--- src/rtl/mem_arb_pkg.sv ---
// mem_arb_pkg: shared state encoding and requester ids for the memory arbiter.
package mem_arb_pkg;
  typedef enum logic [1:0] {IDLE = 2'd0, ISSUE = 2'd1, WAIT = 2'd2, DONE = 2'd3} state_e;
  typedef enum logic {REQ_IF = 1'b0, REQ_D = 1'b1} req_id_e;
endpackage

--- src/rtl/mem_arb_wait_timer.sv ---
// mem_arb_wait_timer: counts WAIT cycles; expired flags the TIMEOUT-th one.
module mem_arb_wait_timer #(
  parameter int TIMEOUT = 16
) (
  input  logic clk,
  input  logic rst_n,
  input  logic clr,
  input  logic en,
  output logic expired
);
  localparam int CW = $clog2(TIMEOUT + 1);
  logic [CW-1:0] cnt_q, cnt_d;
  always_comb cnt_d = clr ? '0 : (en && cnt_q != CW'(TIMEOUT)) ? cnt_q + 1'b1 : cnt_q;
  always_ff @(posedge clk or negedge rst_n)
    if (!rst_n) cnt_q <= '0;
    else cnt_q <= cnt_d;
  assign expired = en && cnt_q == CW'(TIMEOUT - 1);
endmodule

--- src/rtl/mem_arbiter.sv ---
// mem_arbiter: shares one variable-latency memory between fetch and data ports,
// with anti-starvation for fetch and a sticky protocol/timeout error flag.
module mem_arbiter
  import mem_arb_pkg::*;
#(
  parameter int ADDR_W   = 16,
  parameter int DATA_W   = 16,
  parameter int MAX_WAIT = 4,
  parameter int TIMEOUT  = 16
) (
  input  logic              clk,
  input  logic              rst_n,
  input  logic              if_req,
  input  logic [ADDR_W-1:0] if_addr,
  output logic              if_gnt,
  output logic [DATA_W-1:0] if_rdata,
  output logic              if_done,
  input  logic              d_req,
  input  logic              d_wr,
  input  logic [ADDR_W-1:0] d_addr,
  input  logic [DATA_W-1:0] d_wdata,
  output logic              d_gnt,
  output logic [DATA_W-1:0] d_rdata,
  output logic              d_done,
  output logic              m_en,
  output logic              m_wr,
  output logic [ADDR_W-1:0] m_addr,
  output logic [DATA_W-1:0] m_wdata,
  input  logic [DATA_W-1:0] m_rdata,
  input  logic              m_ready,
  output logic              err
);
  localparam int SW = $clog2(MAX_WAIT + 1);
  state_e            state_q, state_d;
  req_id_e           win_q, win_d, pick;
  logic [ADDR_W-1:0] addr_q, addr_d;
  logic [DATA_W-1:0] wdata_q, wdata_d, if_rdata_q, if_rdata_d, d_rdata_q, d_rdata_d;
  logic              wr_q, wr_d, err_q, err_d, if_gnt_q, if_gnt_d, d_gnt_q, d_gnt_d;
  logic [SW-1:0]     starve_q, starve_d;
  logic              busy, owner_req, expired;
  assign busy      = state_q == ISSUE || state_q == WAIT;
  assign owner_req = win_q == REQ_D ? d_req : if_req;
  assign pick      = (d_req && !(if_req && starve_q == SW'(MAX_WAIT))) ? REQ_D : REQ_IF;
  mem_arb_wait_timer #(.TIMEOUT(TIMEOUT)) u_timer (
    .clk     (clk),
    .rst_n   (rst_n),
    .clr     (state_q != WAIT),
    .en      (state_q == WAIT),
    .expired (expired)
  );
  always_comb begin
    state_d    = state_q;
    win_d      = win_q;
    addr_d     = addr_q;
    wdata_d    = wdata_q;
    wr_d       = wr_q;
    starve_d   = starve_q;
    if_rdata_d = if_rdata_q;
    d_rdata_d  = d_rdata_q;
    err_d      = err_q | (busy && !owner_req);
    case (state_q)
      IDLE: if (if_req || d_req) begin
        state_d  = ISSUE;
        win_d    = pick;
        addr_d   = pick == REQ_D ? d_addr : if_addr;
        wdata_d  = pick == REQ_D ? d_wdata : '0;
        wr_d     = pick == REQ_D && d_wr;
        starve_d = pick == REQ_IF ? '0 :
                   (if_req && starve_q != SW'(MAX_WAIT)) ? starve_q + 1'b1 : starve_q;
      end
      ISSUE: state_d = WAIT;
      // m_ready beats the timeout when both land on the same cycle
      WAIT: if (m_ready || expired) begin
        state_d = DONE;
        err_d   = err_d | !m_ready;
        if (win_q == REQ_D) d_rdata_d = (m_ready && !wr_q) ? m_rdata : '0;
        else if_rdata_d = m_ready ? m_rdata : '0;
      end
      default: state_d = IDLE;
    endcase
    if_gnt_d = state_d != IDLE && win_d == REQ_IF;
    d_gnt_d  = state_d != IDLE && win_d == REQ_D;
  end
  always_ff @(posedge clk or negedge rst_n)
    if (!rst_n) begin
      state_q    <= IDLE;
      win_q      <= REQ_IF;
      addr_q     <= '0;
      wdata_q    <= '0;
      wr_q       <= 1'b0;
      starve_q   <= '0;
      if_rdata_q <= '0;
      d_rdata_q  <= '0;
      err_q      <= 1'b0;
      if_gnt_q   <= 1'b0;
      d_gnt_q    <= 1'b0;
    end else begin
      state_q    <= state_d;
      win_q      <= win_d;
      addr_q     <= addr_d;
      wdata_q    <= wdata_d;
      wr_q       <= wr_d;
      starve_q   <= starve_d;
      if_rdata_q <= if_rdata_d;
      d_rdata_q  <= d_rdata_d;
      err_q      <= err_d;
      if_gnt_q   <= if_gnt_d;
      d_gnt_q    <= d_gnt_d;
    end
  assign if_gnt   = if_gnt_q;
  assign d_gnt    = d_gnt_q;
  assign if_rdata = if_rdata_q;
  assign d_rdata  = d_rdata_q;
  assign if_done  = state_q == DONE && win_q == REQ_IF;
  assign d_done   = state_q == DONE && win_q == REQ_D;
  assign m_en     = state_q == ISSUE;
  assign m_wr     = busy && wr_q;
  assign m_addr   = busy ? addr_q : '0;
  assign m_wdata  = busy ? wdata_q : '0;
  assign err      = err_q;
endmodule

--- config.mk ---
export PLATFORM = sky130hd
export DESIGN_NAME = mem_arbiter
export DESIGN_NICKNAME = d
export VERILOG_FILES = /design/src/rtl/mem_arb_pkg.sv /design/src/rtl/mem_arb_wait_timer.sv /design/src/rtl/mem_arbiter.sv
export SDC_FILE = /design/constraint.sdc
export NUM_CORES = 1
export LEC_CHECK = 0
export BUFFER_PORTS_ARGS = -buffer_cell sky130_fd_sc_hd__buf_2
export CORE_MARGIN = 1.5
export CORE_UTILIZATION = 49
export DETAILED_ROUTE_END_ITERATION = 16
export PLACE_DENSITY = 0.79
export SLEW_MARGIN = 20
export SYNTH_ARGS = -nofsm -noshare
export SYNTH_HDL_FRONTEND = slang
export SYNTH_SLANG_ARGS = --single-unit
--- constraint.sdc ---
create_clock -name clk -period 2.5 [get_ports clk]
set_input_delay 0.125 -clock clk [delete_from_list [all_inputs] [get_ports clk]]
set_output_delay 0.125 -clock clk [all_outputs]
set_load 0.01 [all_outputs]
# After elaboration in Yosys (flattened, before gate mapping)
# Index checks and enable logic that the tools add are counted.
totals:
  word_cells: 73
  reg_bits: 79
  output_inout_bits: 71
  in_bits: 70
classes:
  n_eq_ne: 9
  mux: 19
  n_reduce_logical: 27
  addsub: 2
  n_bitwise: 4
op_table:
  columns: ["cell", "count"]
  rows:
  - ["$mux W16", 6]
  - ["$logic_and A1 B1 Y1", 13]
  - ["$mux W5", 2]
  - ["$reduce_and A3 Y1", 3]
  - ["$mux W1", 6]
  - ["$mux W3", 2]
  - ["$pmux W2 S3", 1]
  - ["$add A5 B1 Y5 const B", 1]
  - ["$eq A5 B4 Y1 const B", 1]
  - ["$ne A5 B5 Y1 const B", 1]
  - ["$eq A2 B2 Y1 const B", 2]
  - ["$logic_not A1 Y1", 4]
  - ["$mux W2", 2]
  - ["$reduce_bool A2 Y1", 2]
  - ["$add A3 B1 Y3 const B", 1]
  - ["$eq A3 B3 Y1 const B", 1]
  - ["$logic_or A1 B1 Y1", 3]
  - ["$ne A3 B3 Y1 const B", 1]
  - ["$eq A2 B1 Y1 const B", 1]
  - ["$logic_not A2 Y1", 1]
  - ["$ne A2 B1 Y1 const B", 1]
  - ["$ne A2 B2 Y1 const B", 1]
  - ["$not A1 Y1", 2]
  - ["$or A1 B1 Y1", 2]
  - ["$reduce_and A2 Y1", 1]

# Depth between registers and ports, before layout
# Gate-level depths: netlist of run 1.
depth:
  ltp_word: 9
  mapped_depth: 8
  mapped_depth_nobuf: 6

# By module
# Synthesis of run 1 repeated with hierarchy kept, for this count alone.
unflattened:
  cells_unflattened: 427
  hier_area_um2: 3822.4
by_module_without_submodules:
  columns: ["mod", "area_per_inst_um2", "n_inst", "cells_each"]
  rows:
  - ["mem_arbiter", 3525.9, 1, 397]
  - ["mem_arb_wait_timer", 296.5, 1, 30]

# Least setup slack after synthesis of run 1
# Ideal clock, no wire load.
synth_timing:
  path_type: "register to register"
  startpoint: "reg u_timer.cnt_q[0]"
  endpoint: "reg if_rdata_q[10], in the netlist if_rdata[10]"
  arrival_ps: 1638
  path_stages_with_launch: 9
  required_time_ps: 2375
  path_slack_ps: 736
  n_path_buf: 2
  synth_period_minus_slack_ps: 1764
  path_cell_list: "dfrtp_1 > ha_1 > and3_1 > ha_1 > o21ai_2 > or2_1 > buf_6 > buf_6 > o21ai_1"
synth_between:
  elab_chain_len: 4
synth_rtl:
  columns: ["element", "line_no", "text"]
  rows:
  - ["start, declared", "mem_arb_wait_timer.sv:12", "logic [CW-1:0] cnt_q, cnt_d;"]
  - ["start signal, assigned", "mem_arb_wait_timer.sv:16", "else cnt_q <= cnt_d;"]
  - ["$eq A5 B4 Y1", "mem_arb_wait_timer.sv:17", "assign expired = en && cnt_q == CW'(TIMEOUT - 1);"]
  - ["$logic_and A1 B1 Y1", "mem_arb_wait_timer.sv:17", null]
  - ["$logic_or A1 B1 Y1", "mem_arbiter.sv:73", "WAIT: if (m_ready || expired) begin"]
  - ["$reduce_and A3 Y1 (no source line)", null, null]
  - ["end signal, assigned", "mem_arbiter.sv:104", "if_rdata_q <= if_rdata_d;"]
  - ["end, declared", "mem_arbiter.sv:37", "logic [DATA_W-1:0] wdata_q, wdata_d, if_rdata_q, if_rdata_d, d_rdata_q, d_rdata_d;"]
# Every way passes these cells.
# A chain may end at the register's enable or synchronous reset.

# Final worst setup path of run 1
layout_timing:
  startpoint: "reg u_timer.cnt_q[0]"
  endpoint: "reg if_rdata_q[15], in the netlist if_rdata[15]"
# Same word-level chain as after synthesis.

==> impl_metrics.yaml, run 1 <==
outcome:
  status: "completed"
synthesis:
  synth_area_um2: 3740
  synth_fp_nets: 495
  ys_types: 34
  synthSimpleGateAreaFrac: 0.234
  synth-async-reset-ratio: 1.00
  synth-seq-cells: 79
  synthFlopType: "dfrtp_1"
  synth_warnings: 0
  synth.mux.area_fraction: 0.00301
  yosysSeqAreaShare: 0.529
  syn_inst: 416
  synth-compound-area-share: 0.149
  synth_edf_count: 0
  synth_top_family_by_area: "simple AND/OR/NAND/NOR gates"
  synth_fa_ha_area_frac: 0.0301
  synth_xor_area_frac: 0.00469
  avgSynthCellArea_um2: 8.98
power:
  power.density_nw_per_um2: 1160
  ir_drop_v: 0.000538
  leakagePower_nw: 2.41
  power_mw: 5.51
clocking:
  clock-sinks: 79
  cts_tree: "done"
  htreeDepth: 3
  cts_setup_buffers: 0
  cts_buffers: 9
  clock_latency_ns: 0.36
  clk_pin_slew_ns: 0.09
  cts-root-buf: "clkbuf_8"
  clockBufferDepth: 2
global_route:
  antenna_found_initial: 0
  grt_usage: 0.234
  grt_pass1_vias: 3348
  grt_start_max_net_pins: 80
  grt_pass1_wl_um: 15600
  grt_busiest_layer: "met2"
  met2_usage: 0.391
  grtUsageMet1: 0.311
  grt_overflow: 0
  use_met3: 0.0480
drt:
  routed_wirelength_um: 9040
  vias: 3431
  drc: 0
  ant_nets: 0
  first_pass_iters: 4
  first_iter_violations: 185
  wl_per_cell_um: 13.8
  vias_per_cell: 5.25
cells_and_area:
  instances_no_fill: 654
  syn2layout_area_growth_pct: 26.8
  drive_gt1_frac: 0.305
  fin_nets: 629
  postLayoutCoreUtil: 0.646
  fillCellCount: 656
  diodes: 0
  design_area_um2: 4740
timing:
  worst_slew_pin_slew_ns: 0.721
  finClkSkew_ns: 0.0123
  maxSlewHeadroom: 0.520
  timing.final.crit_share: 0.783
  report.final.slew_viol_count: 0
  period_needed_ns: 1.96
  hold_violations: 0
  postLayoutSetupSlackWorst_ns: 0.542
  finalSetupViolCount: 0
  fin_setup_tns_ns: 0
  fmax_mhz: 511
  rsz0062_at_grt: "no"
  holdWs_ns: 0.00578
place:
  place.gp.congestion: 0.793
  placed_area_um2: 4480
  place_ws_ns: 0.555
  place_inst: 633
  dp_hpwl_um: 6250
  port_buffers: 140
die:
  fp.dieArea_um2: 8160
  die_w_um: 90.3
  fp-row-count: 31
  ios: 141
  die_h_um: 90.3
  core_um2: 7330
  start_util: 0.510
critical_path:
  crit_type: "reg2reg"
  worstPathRequired_ns: 2.71
  crit_fanout: 16
  slowest_stage: "or2_1"
  worstPathArrival_ns: 2.17
  crit_path_end_kind: "flop"
  critPathLaunchType: "flop"
  crit_start: "u_timer.cnt_q[0]$_DFFE_PN0P_"
  path_cells: "ha_1 > and3_1 > ha_1 > o21ai_2 > or2_1 > o21ai_0"
  cp_top_family: "simple AND/OR/NAND/NOR gates"
  r2r-start: "u_timer.cnt_q[0]$_DFFE_PN0P_"
  crit_path_max_incr_delay_ns: 0.43
  critPathBufInv: 0
  cp_common_cell: "ha_1"
hold_path:
  worstHoldStart: "m_rdata[11]"
  hold_path.class: "in2reg"
flow_run:
  max-cap-violations: 0
[area by class of cell]
type / instances / area, um^2 / share of cell area
Clock buffer: 9 / 124 / 0.0261
Sequential cell: 79 / 1980 / 0.417
Clock inverter: 7 / 80.1 / 0.0169
Multi-Input combinational cell: 296 / 1580 / 0.332
Tap cell: 99 / 124 / 0.0261
Inverter: 11 / 41.3 / 0.00871
Timing Repair Buffer: 153 / 817 / 0.172
[worst register-to-register path: cells and delay by family (launching register included)]
kind / cells / cell delay, ns
AND/OR/NAND/NOR: 2 / 0.62
adder cells (fa/ha/maj): 2 / 0.44
AO/OA/AOI/OAI: 2 / 0.35
flip-flops: 1 / 0.41
[power by group]
group	internal, mW	switching (mW)	leakage [nW]
logic	0.983	1.46	1.30
clock network	0.471	0.499	0.0964
registers	1.79	0.302	1.02
total	3.25	2.26	2.41
[cells in the final DEF, fill, tap and decap left out, drive strengths merged, types with 2 or more instances in the layout]
master / netlist / routed
nand4: 18 / 18
buf: 17 / 148
clkbuf: 13 / 9
a21boi: 3 / 3
nor2b: 2 / 2
nand2: 122 / 122
ha: 9 / 9
clkinv: 0 / 2
nand3: 2 / 2
clkinvlp: 0 / 2
dfrtp: 79 / 79
and2: 37 / 37
and3: 3 / 3
o211ai: 17 / 17
inv: 11 / 13
o21ai: 70 / 70
dlygate4sd3: 0 / 5
[cell usage after synthesis (2+ instances only)]
cell type | number | area [um^2]
o21ai_0 | 54 | 270
o211ai_1 | 17 | 128
nand4_1 | 18 | 113
clkbuf_1 | 13 | 48.8
ha_1 | 9 | 113
nand3_1 | 2 | 10.0
buf_6 | 2 | 22.5
and2_1 | 37 | 231
dfrtp_1 | 79 | 1980
inv_1 | 11 | 41.3
and3_1 | 3 | 18.8
o21ai_1 | 15 | 75.1
nand2_1 | 121 | 454
a21boi_0 | 2 | 15.0
buf_2 | 13 | 65.1
nor2b_1 | 2 | 12.5
[flip-flops by register name, summed over array words and instances (netlist names)]
signal / cells
win_q: 1
if_rdata: 16
addr_q: 16
starve_q: 3
if_gnt: 1
d_rdata: 16
d_gnt: 1
wr_q: 1
wdata_q: 16
err: 1
state_q: 2
u_timer.cnt_q: 5
[per-layer routing]
metal | part of all wire | up-vias
li1 | - | 1662
met1 | 0.43 | 1637
met2 | 0.49 | 121
met3 | 0.063 | 11
met4 | 0.011 | 0
met5 | 0 | -
[path summary, 6_finish.rpt]
| path | endpoint | slack [ns] | depth (start not counted) |
|---|---|---|---|
| worst max register to register | if_rdata[15]$_DFFE_PN0P_ | 0.54 | 6 |
| max in group asynchronous | wdata_q[2]$_DFFE_PN0P_ | 1.64 | 2 |
| min in group asynchronous | addr_q[9]$_DFFE_PN0P_ | 0.37 | 2 |
| worst min register to register | wdata_q[8]$_DFFE_PN0P_ | 0.47 | 2 |
| worst min-delay path | d_rdata[11]$_DFFE_PN0P_ | 0.006 | 3 |
| worst max-delay path | if_rdata[15]$_DFFE_PN0P_ | 0.54 | 6 |
[what timing repair did]
item	CTS	global route
resized for setup	0	0
endpoints found under the hold margin	83	0
setup endpoints to repair	0	0
hold buffers	5	0
[cells by family after synthesis]
group                      after synthesis
buffers and inverters                   41
AOI/OAI and AO/OA                       97
DFF                                     79
adders and majority gates                9
muxes                                    1
and+or+nand+nor                        187
xor gates and xnor gates                 2
No activity file was read; power rests on OpenSTA's default activity.
==> inputs of run 2 (changes only) <==
ABC_AREA = 1   (was default)
CORE_UTILIZATION = 45   (was 49)
PLACE_DENSITY = 0.76   (was 0.79)
clock period = 1.7 ns   (was 2.5 ns; I/O delays follow)
==> impl_metrics.yaml, run 2 <==
critical_path:
  path_cells: "ha_2 > inv_2 > nor3_2 > ha_2 > o21ai_4 > nor2_4 > buf_12 > nand3_1 > nand2_1"
  crit_fanout: 16
  cp_common_cell: "ha_2"
  critPathBufInv: 2
  r2r-start: "u_timer.cnt_q[0]$_DFFE_PN0P_"
  slowest_stage: "dfrtp_1"
  worstPathRequired_ns: 1.92
  crit_path_max_incr_delay_ns: 0.40
  worstPathArrival_ns: 1.90
  crit_start: "u_timer.cnt_q[0]$_DFFE_PN0P_"
  critPathLaunchType: "flop"
  crit_type: "reg2reg"
  cp_top_family: "adder cells"
  crit_path_end_kind: "flop"
global_route:
  use_met3: 0.0386
  antenna_found_initial: 0
  grt_overflow: 0
  grt_start_max_net_pins: 43
  met2_usage: 0.392
  grt_busiest_layer: "met2"
  grt_pass1_vias: 3552
  grtUsageMet1: 0.305
  grt_pass1_wl_um: 16300
  grt_usage: 0.234
synthesis:
  synthFlopType: "dfrtp_1"
  synthDominantCellAreaShare: 0.521
  yosysSeqAreaShare: 0.521
  synthTopCellsByArea: "dfrtp_1, nand2_1, o21ai_0, a21oi_1, inv_1"
  synth_top_cell_by_area: "dfrtp_1"
  synth-seq-cells: 79
  ys_types: 24
  synth_edf_count: 0
  avgSynthCellArea_um2: 8.36
  yosysMostFrequentCell: "nand2_1"
  synth_fp_nets: 533
  synth_warnings: 0
  synth_area_um2: 3800
  synth.top_cells.by_count: "nand2_1, dfrtp_1, o21ai_0"
  synth-async-reset-ratio: 1.00
  syn_inst: 454
timing:
  hold_violations: 0
  rsz0062_at_grt: "yes"
  period_needed_ns: 1.69
  fin_setup_tns_ns: 0
  report.final.slew_viol_count: 0
  maxSlewHeadroom: 0.471
  worst_slew_pin_slew_ns: 0.793
  fmax_mhz: 593
  finClkSkew_ns: 0.0101
  timing.final.crit_share: 0.991
  finalSetupViolCount: 0
  holdWs_ns: 0.00427
drt:
  first_iter_violations: 138
  first_pass_iters: 5
  vias_per_cell: 4.97
  ant_nets: 0
  vias: 3714
  routed_wirelength_um: 10400
  drc: 0
  wl_per_cell_um: 13.9
cells_and_area:
  syn2layout_area_growth_pct: 39.6
  layout_common_cells: "buf_2, nand2_1, dfrtp_1, inv_1, o21ai_0"
  diodes: 0
  fin_nets: 717
  drive_gt1_frac: 0.308
  fillCellCount: 692
  layout_commonest_cell: "buf_2"
die:
  start_util: 0.464
  ios: 141
  core_um2: 8180
  die_h_um: 94.9
  fp-row-count: 33
  fp.dieArea_um2: 9000
  die_w_um: 94.9
place:
  dp_hpwl_um: 6760
  port_buffers: 140
  place.gp.congestion: 0.795
power:
  leakagePower_nw: 2.98
  ir_drop_v: 0.000880
  power.density_nw_per_um2: 1720
  power_mw: 9.09
flow_run:
  max-cap-violations: 0
hold_path:
  hold_path.class: "in2reg"
  worstHoldStart: "d_wdata[8]"
clocking:
  cts_buffers: 9
  clock_latency_ns: 0.34
  htreeDepth: 3
  clk_pin_slew_ns: 0.08
  clockBufferDepth: 2
  clock-sinks: 79
  cts-root-buf: "clkbuf_8"
  cts_tree: "done"
outcome:
  status: "completed"
-- run 2: cell types whose count changed in the layout (fill, tap and decap cells not counted), sizes merged, moves of 21 or more --
cell / before / now
and2: 37 / 0
a21oi: 1 / 40
inv: 13 / 54
nor2: 0 / 21
nand3: 2 / 40
dlygate4sd3: 5 / 39
-- run 2: routing by layer --
layer  part of all wire  vias up
li1                   -     1809
met4              0.011        0
met5                  0        -
met3              0.059       14
met2               0.51      135
met1               0.42     1756
-- run 2: worst register-to-register path, delay by kind of cell (launching register included) --
family | cells | cell delay, ns
compound gates | 1 | 0.29
simple gates | 4 | 0.26
flops | 1 | 0.40
buf+inv | 2 | 0.22
fa+ha+maj | 2 | 0.41
-- run 2: per-stage QoR --
stage / setup WS [ns] / utilization / area (um^2) / cells
after global routing: -0.0603 / 0.649 / 5300 / 748
after floorplan: 0.0751 / - / 3800 / 454
final: 0.0147 / 0.649 / 5300 / 748
after detailed placement: -0.0345 / 0.564 / 4610 / 688
after CTS: 0.00948 / 0.636 / 5200 / 741
after global placement: 0.0324 / 0.564 / 4610 / 688
-- run 2: final cells by class --
type,instances,area (um^2),share of cell area
Clock buffer,12,145,0.0274
Multi-Input combinational cell,296,1480,0.280
Tap cell,105,131,0.0248
Timing Repair Buffer,198,1320,0.248
Clock inverter,4,45.0,0.00849
Inverter,54,205,0.0387
Sequential cell,79,1980,0.373
-- run 2: where the power goes --
group | internal, mW | leakage (nW) | switching, mW
logic | 1.87 | 1.88 | 2.73
registers | 2.68 | 1.00 | 0.450
clock network | 0.714 | 0.100 | 0.647
-- run 2: path summary, 6_finish.rpt --
check | end | slack (ns) | cells past startpoint
worst max-delay path | d_rdata[1]$_DFFE_PN0P_ | 0.01 | 9
worst min-delay path | wdata_q[8]$_DFFE_PN0P_ | 0.004 | 3
worst max register to register | d_rdata[1]$_DFFE_PN0P_ | 0.01 | 9
worst min register to register | d_rdata[12]$_DFFE_PN0P_ | 0.49 | 2
max in group asynchronous | wdata_q[0]$_DFFE_PN0P_ | 0.85 | 3
min in group asynchronous | d_rdata[14]$_DFFE_PN0P_ | 0.25 | 2
-- run 2: cells by family (layout without fill, tap and decap cells) --
| logic type | after synthesis | after routing | share of synthesized area |
|---|---|---|---|
| xor+xnor | 2 | 2 | 0.00461 |
| compound gates | 97 | 97 | 0.131 |
| simple gates | 188 | 188 | 0.210 |
| fa+ha+maj | 9 | 9 | 0.0297 |
| buf+inv | 79 | 268 | 0.104 |
| flops | 79 | 79 | 0.521 |
-- run 2: repair_timing --
item	CTS	global route
cloned	0	0
buffers inserted	0	6
endpoints found under the setup margin	54	70
pin swaps	1	2
resized for setup	6	24
hold buffers	37	2
endpoints found under the hold margin	76	2
